### src/rtl/pov_column_reader.sv
// POV frame-buffer column reader: fetches one column per col_tick into a credit-limited skid FIFO.
// Define POV_RD_MIRROR_EN to read columns in reverse order for counter-rotating mounts.
module pov_column_reader #(
    parameter int DAT_WIDTH    = 24,
    parameter int ADDR_WIDTH   = 14,
    parameter int LEDS_PER_COL = 64,
    parameter int NUM_COLS     = 256,
    parameter int FIFO_DEPTH   = 4
) (
    input  logic                        clk,
    input  logic                        rst_n,
    input  logic                        index_pulse,
    input  logic                        col_tick,
    output logic [ADDR_WIDTH-1:0]       rdaddress,
    input  logic [DAT_WIDTH-1:0]        q,
    output logic [DAT_WIDTH-1:0]        pix_data,
    output logic                        pix_valid,
    input  logic                        pix_ready,
    output logic                        pix_sop,
    output logic                        pix_eop,
    output logic [$clog2(NUM_COLS)-1:0] col_num,
    output logic                        overrun
);

    localparam int CW = $clog2(NUM_COLS);
    localparam int LW = $clog2(LEDS_PER_COL);
    localparam int PW = $clog2(FIFO_DEPTH);
    localparam int NW = $clog2(FIFO_DEPTH + 1);

    localparam logic [1:0] ST_SYNC  = 2'd0;
    localparam logic [1:0] ST_IDLE  = 2'd1;
    localparam logic [1:0] ST_FETCH = 2'd2;
    localparam logic [1:0] ST_DRAIN = 2'd3;

    localparam logic [CW-1:0] COL_LAST = CW'(NUM_COLS - 1);
    localparam logic [LW-1:0] LED_LAST = LW'(LEDS_PER_COL - 1);
    localparam logic [PW-1:0] PTR_LAST = PW'(FIFO_DEPTH - 1);

    logic [1:0]    state_q, state_d;
    logic [CW-1:0] col_q, col_d;
    logic [LW-1:0] led_q, led_d;
    logic          ovr_q, ovr_d;

    logic v1_q, v1_d, v2_q, v2_d;
    logic s1_sop_q, s1_sop_d, s1_eop_q, s1_eop_d;
    logic s2_sop_q, s2_sop_d, s2_eop_q, s2_eop_d;

    logic [PW-1:0]        wr_ptr_q, wr_ptr_d;
    logic [PW-1:0]        rd_ptr_q, rd_ptr_d;
    logic [NW-1:0]        cnt_q, cnt_d;
    logic [DAT_WIDTH-1:0] fifo_data_q [FIFO_DEPTH];
    logic [DAT_WIDTH-1:0] fifo_data_d [FIFO_DEPTH];
    logic                 fifo_sop_q  [FIFO_DEPTH];
    logic                 fifo_sop_d  [FIFO_DEPTH];
    logic                 fifo_eop_q  [FIFO_DEPTH];
    logic                 fifo_eop_d  [FIFO_DEPTH];

    logic          issue, push, pop, abort, credit;
    logic [NW:0]   occ;
    logic [CW-1:0] col_addr;

    function automatic logic [PW-1:0] ptr_inc(input logic [PW-1:0] p);
        return (p == PTR_LAST) ? '0 : p + PW'(1);
    endfunction

    always_comb begin
`ifdef POV_RD_MIRROR_EN
        col_addr = COL_LAST - col_q;
`else
        col_addr = col_q;
`endif
        rdaddress = ADDR_WIDTH'({col_addr, led_q});
    end

    // Reads already in flight hold a FIFO slot so returning data always fits.
    always_comb begin
        occ    = (NW+1)'(cnt_q) + (NW+1)'(v1_q) + (NW+1)'(v2_q);
        credit = occ < (NW+1)'(FIFO_DEPTH);
    end

    always_comb begin
        state_d = state_q;
        col_d   = col_q;
        led_d   = led_q;
        ovr_d   = ovr_q;
        issue   = 1'b0;
        abort   = index_pulse && (state_q != ST_SYNC);
        case (state_q)
            ST_SYNC: begin
                if (index_pulse) begin
                    state_d = ST_IDLE;
                    col_d   = '0;
                    led_d   = '0;
                    ovr_d   = 1'b0;
                end
            end
            ST_IDLE: begin
                if (col_tick) begin
                    issue   = 1'b1;
                    state_d = ST_FETCH;
                end
            end
            ST_FETCH: begin
                if (col_tick) ovr_d = 1'b1;
                if (credit) begin
                    issue = 1'b1;
                    if (led_q == LED_LAST) state_d = ST_DRAIN;
                end
            end
            ST_DRAIN: begin
                if (col_tick) ovr_d = 1'b1;
                if (cnt_q == '0 && !v1_q && !v2_q) begin
                    state_d = ST_IDLE;
                    col_d   = (col_q == COL_LAST) ? '0 : col_q + CW'(1);
                end
            end
            default: state_d = ST_SYNC;
        endcase
        if (issue) led_d = led_q + LW'(1);
        // A simultaneous col_tick survives the abort and restarts column 0.
        if (abort) begin
            issue   = 1'b0;
            state_d = col_tick ? ST_FETCH : ST_IDLE;
            col_d   = '0;
            led_d   = '0;
            ovr_d   = 1'b0;
        end
    end

    always_comb begin
        v1_d     = issue;
        s1_sop_d = issue && (led_q == '0);
        s1_eop_d = issue && (led_q == LED_LAST);
        v2_d     = v1_q && !abort;
        s2_sop_d = s1_sop_q;
        s2_eop_d = s1_eop_q;
    end

    always_comb begin
        push        = v2_q && !abort;
        pop         = (cnt_q != '0) && pix_ready;
        wr_ptr_d    = wr_ptr_q;
        rd_ptr_d    = rd_ptr_q;
        cnt_d       = cnt_q;
        fifo_data_d = fifo_data_q;
        fifo_sop_d  = fifo_sop_q;
        fifo_eop_d  = fifo_eop_q;
        if (abort) begin
            wr_ptr_d = '0;
            rd_ptr_d = '0;
            cnt_d    = '0;
        end else begin
            if (push) begin
                fifo_data_d[wr_ptr_q] = q;
                fifo_sop_d[wr_ptr_q]  = s2_sop_q;
                fifo_eop_d[wr_ptr_q]  = s2_eop_q;
                wr_ptr_d              = ptr_inc(wr_ptr_q);
            end
            if (pop) rd_ptr_d = ptr_inc(rd_ptr_q);
            cnt_d = cnt_q + NW'(push) - NW'(pop);
        end
    end

    always_ff @(posedge clk) begin
        if (!rst_n) begin
            state_q  <= ST_SYNC;
            col_q    <= '0;
            led_q    <= '0;
            ovr_q    <= 1'b0;
            v1_q     <= 1'b0;
            v2_q     <= 1'b0;
            s1_sop_q <= 1'b0;
            s1_eop_q <= 1'b0;
            s2_sop_q <= 1'b0;
            s2_eop_q <= 1'b0;
            wr_ptr_q <= '0;
            rd_ptr_q <= '0;
            cnt_q    <= '0;
        end else begin
            state_q  <= state_d;
            col_q    <= col_d;
            led_q    <= led_d;
            ovr_q    <= ovr_d;
            v1_q     <= v1_d;
            v2_q     <= v2_d;
            s1_sop_q <= s1_sop_d;
            s1_eop_q <= s1_eop_d;
            s2_sop_q <= s2_sop_d;
            s2_eop_q <= s2_eop_d;
            wr_ptr_q <= wr_ptr_d;
            rd_ptr_q <= rd_ptr_d;
            cnt_q    <= cnt_d;
        end
    end

    always_ff @(posedge clk) begin
        fifo_data_q <= fifo_data_d;
        fifo_sop_q  <= fifo_sop_d;
        fifo_eop_q  <= fifo_eop_d;
    end

    always_comb begin
        pix_valid = (cnt_q != '0);
        pix_data  = fifo_data_q[rd_ptr_q];
        pix_sop   = pix_valid && fifo_sop_q[rd_ptr_q];
        pix_eop   = pix_valid && fifo_eop_q[rd_ptr_q];
        col_num   = col_q;
        overrun   = ovr_q;
    end

endmodule

### config.mk
export PLATFORM = sky130hd
export DESIGN_NAME = pov_column_reader
export DESIGN_NICKNAME = d
export VERILOG_FILES = /design/src/rtl/pov_column_reader.sv
export SDC_FILE = /design/constraint.sdc
export NUM_CORES = 1
export LEC_CHECK = 0
export BUFFER_PORTS_ARGS = -buffer_cell sky130_fd_sc_hd__buf_2
export CAP_MARGIN = 0
export CORE_MARGIN = 4
export CORE_UTILIZATION = 53
export CTS_CLUSTER_SIZE = 28
export DETAILED_ROUTE_END_ITERATION = 10
export HOLD_SLACK_MARGIN = 0.15
export PLACE_DENSITY = 0.75
export SETUP_SLACK_MARGIN = 0.2
export SYNTH_ARGS = -nofsm -noshare
export SYNTH_HDL_FRONTEND = slang
export SYNTH_SLANG_ARGS = --single-unit
### constraint.sdc
create_clock -name clk -period 7.2 [get_ports clk]
set_clock_uncertainty 0.2 [all_clocks]
set_input_delay 1.44 -clock clk [delete_from_list [all_inputs] [get_ports clk]]
set_output_delay 1.44 -clock clk [all_outputs]
set_load 0.05 [all_outputs]
==> key figures <==
Outcome
  – Status: finished clean

Timing
  – Setup TNS: 0 ns
  – Fin. max-slew vios: 0
  – Worst-margin pin slew: 0.978 ns
  – Final period utilization: 0.573
  – Fmax: ~240 MHz
  – Hold WS: roughly 0.23 ns
  – Final WS setup: between 3 and 4 ns
  – Slew margin rel.: 0.348
  – RSZ-0062 raised after global routing: no
  – Setup-failing EPs final: 0
  – Min cycle time layout: approximately 4.1 ns
  – Final hold violation count: 0

Logic synthesis
  – Synth cell types: 46
  – Yosys warning count: 0
  – Mapped Area: between 5000 and 6000 um^2
  – Post-synth net total: 396
  – EDFF count, synth: about 100
  – Top_reg_cell synth: edfxtp_1
  – Synthesized flop and latch total: 134
  – Async S/R FF share, synth: 0
  – Cells after synthesis: between 300 and 400
  – Syn_area_per_cell: ~16 um^2
  – Seq/Total Area, Yosys: 0.673

Global route
  – Vias in the first global route: 3169
  – First-pass GRT wire length: ~16 mm
  – Antenna violations before repair: 0
  – GRT overflow: 0
  – Pin count of the biggest net entering global routing: 30
  – Total GRT Usage: 0.177

CTS
  – H-tree depth: 4
  – Reg clk slew, reported paths: 0.06 ns
  – CTS tree: yes
  – Post-CTS resize count: 0
  – CTS sink count: around 130
  – Postcts setup bufs: 0
  – Root buffer cell: clkbuf_8
  – Hold buffer count at CTS: 0
  – TritonCTS Buffers: 17
  – Clock Latency Late Sink: about 0.50 ns
  – Clock Tree Buf Depth: 2

Final layout
  – Final Util: 0.641
  – Multi-input gate area: between 1500 and 2000 um^2
  – Most frequent cells in the layout: edfxtp_1, buf_2, dfxtp_1
  – Seq. cell area: ~3700 um^2
  – Nets@finish: between 400 and 500
  – Syn-to-layout area delta: 18.5%
  – Share of layout cells above drive strength 1: 0.336
  – FILL cells: ~730
  – Commonest non-fill, non-tap cell in the layout: edfxtp_1
  – Antenna cells: 0

Drt
  – Final WL: about 10 mm
  – DRC Markers: 0
  – Post-DRT Antenna Nets: 0
  – DR WL/cell: between 15 and 20 um
  – Vias/cell: about 5.4
  – DRT Pass-1 Iters: 4
  – Via count: 3115
  – Initial DRC count: between 150 and 200

Placed design
  – GP Congestion: roughly 0.83
  – DP Worst Slack: about 3.5 ns
  – Post-DP HPWL: between 6 and 7 mm
  – IO Port Bufs: 78

Power and ir drop
  – Register share of total power: 0.408
  – Switching part of the total: 0.321
  – VDD IR-drop max: about 0.00019 V
  – Switching pwr: about 730 uW
  – Power per Cell Area: 346 nW/um^2
  – Leakage: about 2.4 nW
  – Int Pwr: between 1.5 and 2 mW
  – Clk pwr share: 0.348
  – Comb pwr share: 0.244

Setup path
  – CP startpoint kind: flop
  – CP peak stage delay: 0.97 ns
  – CP Cell Sequence: mux4_2, and2_2, buf_2
  – Crit. End Element: primary output
  – CP required: around 5.6 ns
  – Worst-path maximum fanout: 29
  – CP max-delay cell: dfxtp_2
  – R2R cell count: 10
  – Setup crit start: rd_ptr_q[0]
  – Crit path capture: pix_eop
  – Reg2reg end: cnt_q[2]
  – R2r setup slk: around 4.4 ns
  – Origin of the critical flop-to-flop path: state_q[1]
  – WP data arrival: around 2.5 ns
  – Setup CP Type: flop to primary output

Floorplanning
  – Die Wd: between 100 and 150 um
  – Rows: 37
  – Io pins: just under 80
  – Core footprint: just over 10000 um^2
  – Die area: 12100 um^2
  – Die Y: about 110 um
  – Starting Density: 0.541

Job
  – Number of max-cap violations: 0

Min path
  – Type of the worst min-delay path: flop to flop
## cells in the mapped netlist, drive strengths merged, types with 2 or more instances
| library cell | count | area share |
|---|---|---|
| edfxtp | 104 | 0.56 |
| dfxtp | 30 | 0.11 |
| mux4 | 26 | 0.11 |
| nand2 | 24 | 0.016 |
| ha | 17 | 0.038 |
| o21ai | 17 | 0.017 |
| inv | 14 | 0.0095 |
| buf | 13 | 0.017 |
| nor2 | 13 | 0.0088 |
| and3 | 12 | 0.014 |
| a21oi | 11 | 0.011 |
| clkbuf | 8 | 0.0057 |
| and2 | 7 | 0.0084 |
| nor3 | 7 | 0.0063 |
| xor2 | 6 | 0.0095 |
| nand3 | 5 | 0.0068 |
| nand4 | 4 | 0.0045 |
| mux2i | 3 | 0.0054 |
| nand2b | 3 | 0.0034 |
| nor2b | 3 | 0.0034 |
| or3 | 3 | 0.0034 |
| nand3b | 2 | 0.0027 |
| nor3b | 2 | 0.0027 |
| o31ai | 2 | 0.0052 |
## critical path, delay by kind of cell, from the launching register on
family	cells	cell delay, ns
DFF	1	0.97
muxes	1	0.60
and+or+nand+nor	1	0.21
buffers and inverters	1	0.21
## power by group through the flow
stage                     combinational [mW]  sequential [mW]  clock (mW)
after floorplan                        0.469            0.920           0
after global placement                 0.547            0.943           0
after detailed placement               0.558            0.944           0
after CTS                              0.560            0.928       0.807
after global routing                   0.603            0.934       0.851
final                                  0.552            0.926       0.789
## cell type report
cell class                 instances  share of cell area
timing repair buffer              83              0.0653
tap                              136              0.0260
clock inverter                    13              0.0204
sequential                       134               0.568
inverter                          14             0.00802
multi-input combinational        180               0.249
clock buffer                      17              0.0632
## flip-flops by register name, summed over array words and instances (netlist names), 2 cells and up
register,cells
wr_ptr_q,2
fifo_eop_q,4
fifo_sop_q,4
rd_ptr_q,2
col_num,8
led_q,6
state_q,2
cnt_q,3
fifo_data_q,96
## per-layer routing
layer | global-route usage | up-vias | routed length (um)
met3 | 0.0542 | 6 | 438
li1 | - | 1492 | -
met2 | 0.283 | 83 | 4860
met1 | 0.234 | 1534 | 4460
met4 | 0.0607 | 0 | 40
met5 | 0 | - | 0
## how the worst min path moves through the flow
| stage | from | to | slack, ns | depth (start not counted) |
|---|---|---|---|---|
| global placement | s1_sop_q | s2_sop_q | 0.23 | 1 |
| floorplan | s1_eop_q | s2_eop_q | 0.21 | 1 |
| CTS | s1_sop_q | s2_sop_q | 0.23 | 1 |
| finish | s1_sop_q | s2_sop_q | 0.23 | 1 |
| global route | s1_sop_q | s2_sop_q | 0.26 | 1 |
| detailed placement | s1_sop_q | s2_sop_q | 0.22 | 1 |
## through the flow
step	power, mW	cells	cell area (um^2)
2_1_floorplan	1.39	349	5530
3_3_place_gp	1.49	547	6010
3_5_place_dp	1.50	547	6010
4_1_cts	2.30	577	6560
5_1_grt	2.39	577	6560
6_report	2.27	577	6560
## cells by family after synthesis
logic type	after synthesis	share of synthesized area
AOI/OAI and AO/OA	37	0.0443
xor gates and xnor gates	6	0.00950
adders and majority gates	18	0.0421
buffers and inverters	35	0.0321
DFF	134	0.673
muxes	29	0.111
and+or+nand+nor	90	0.0879
Note: power is estimated with default switching activity, not from simulation.
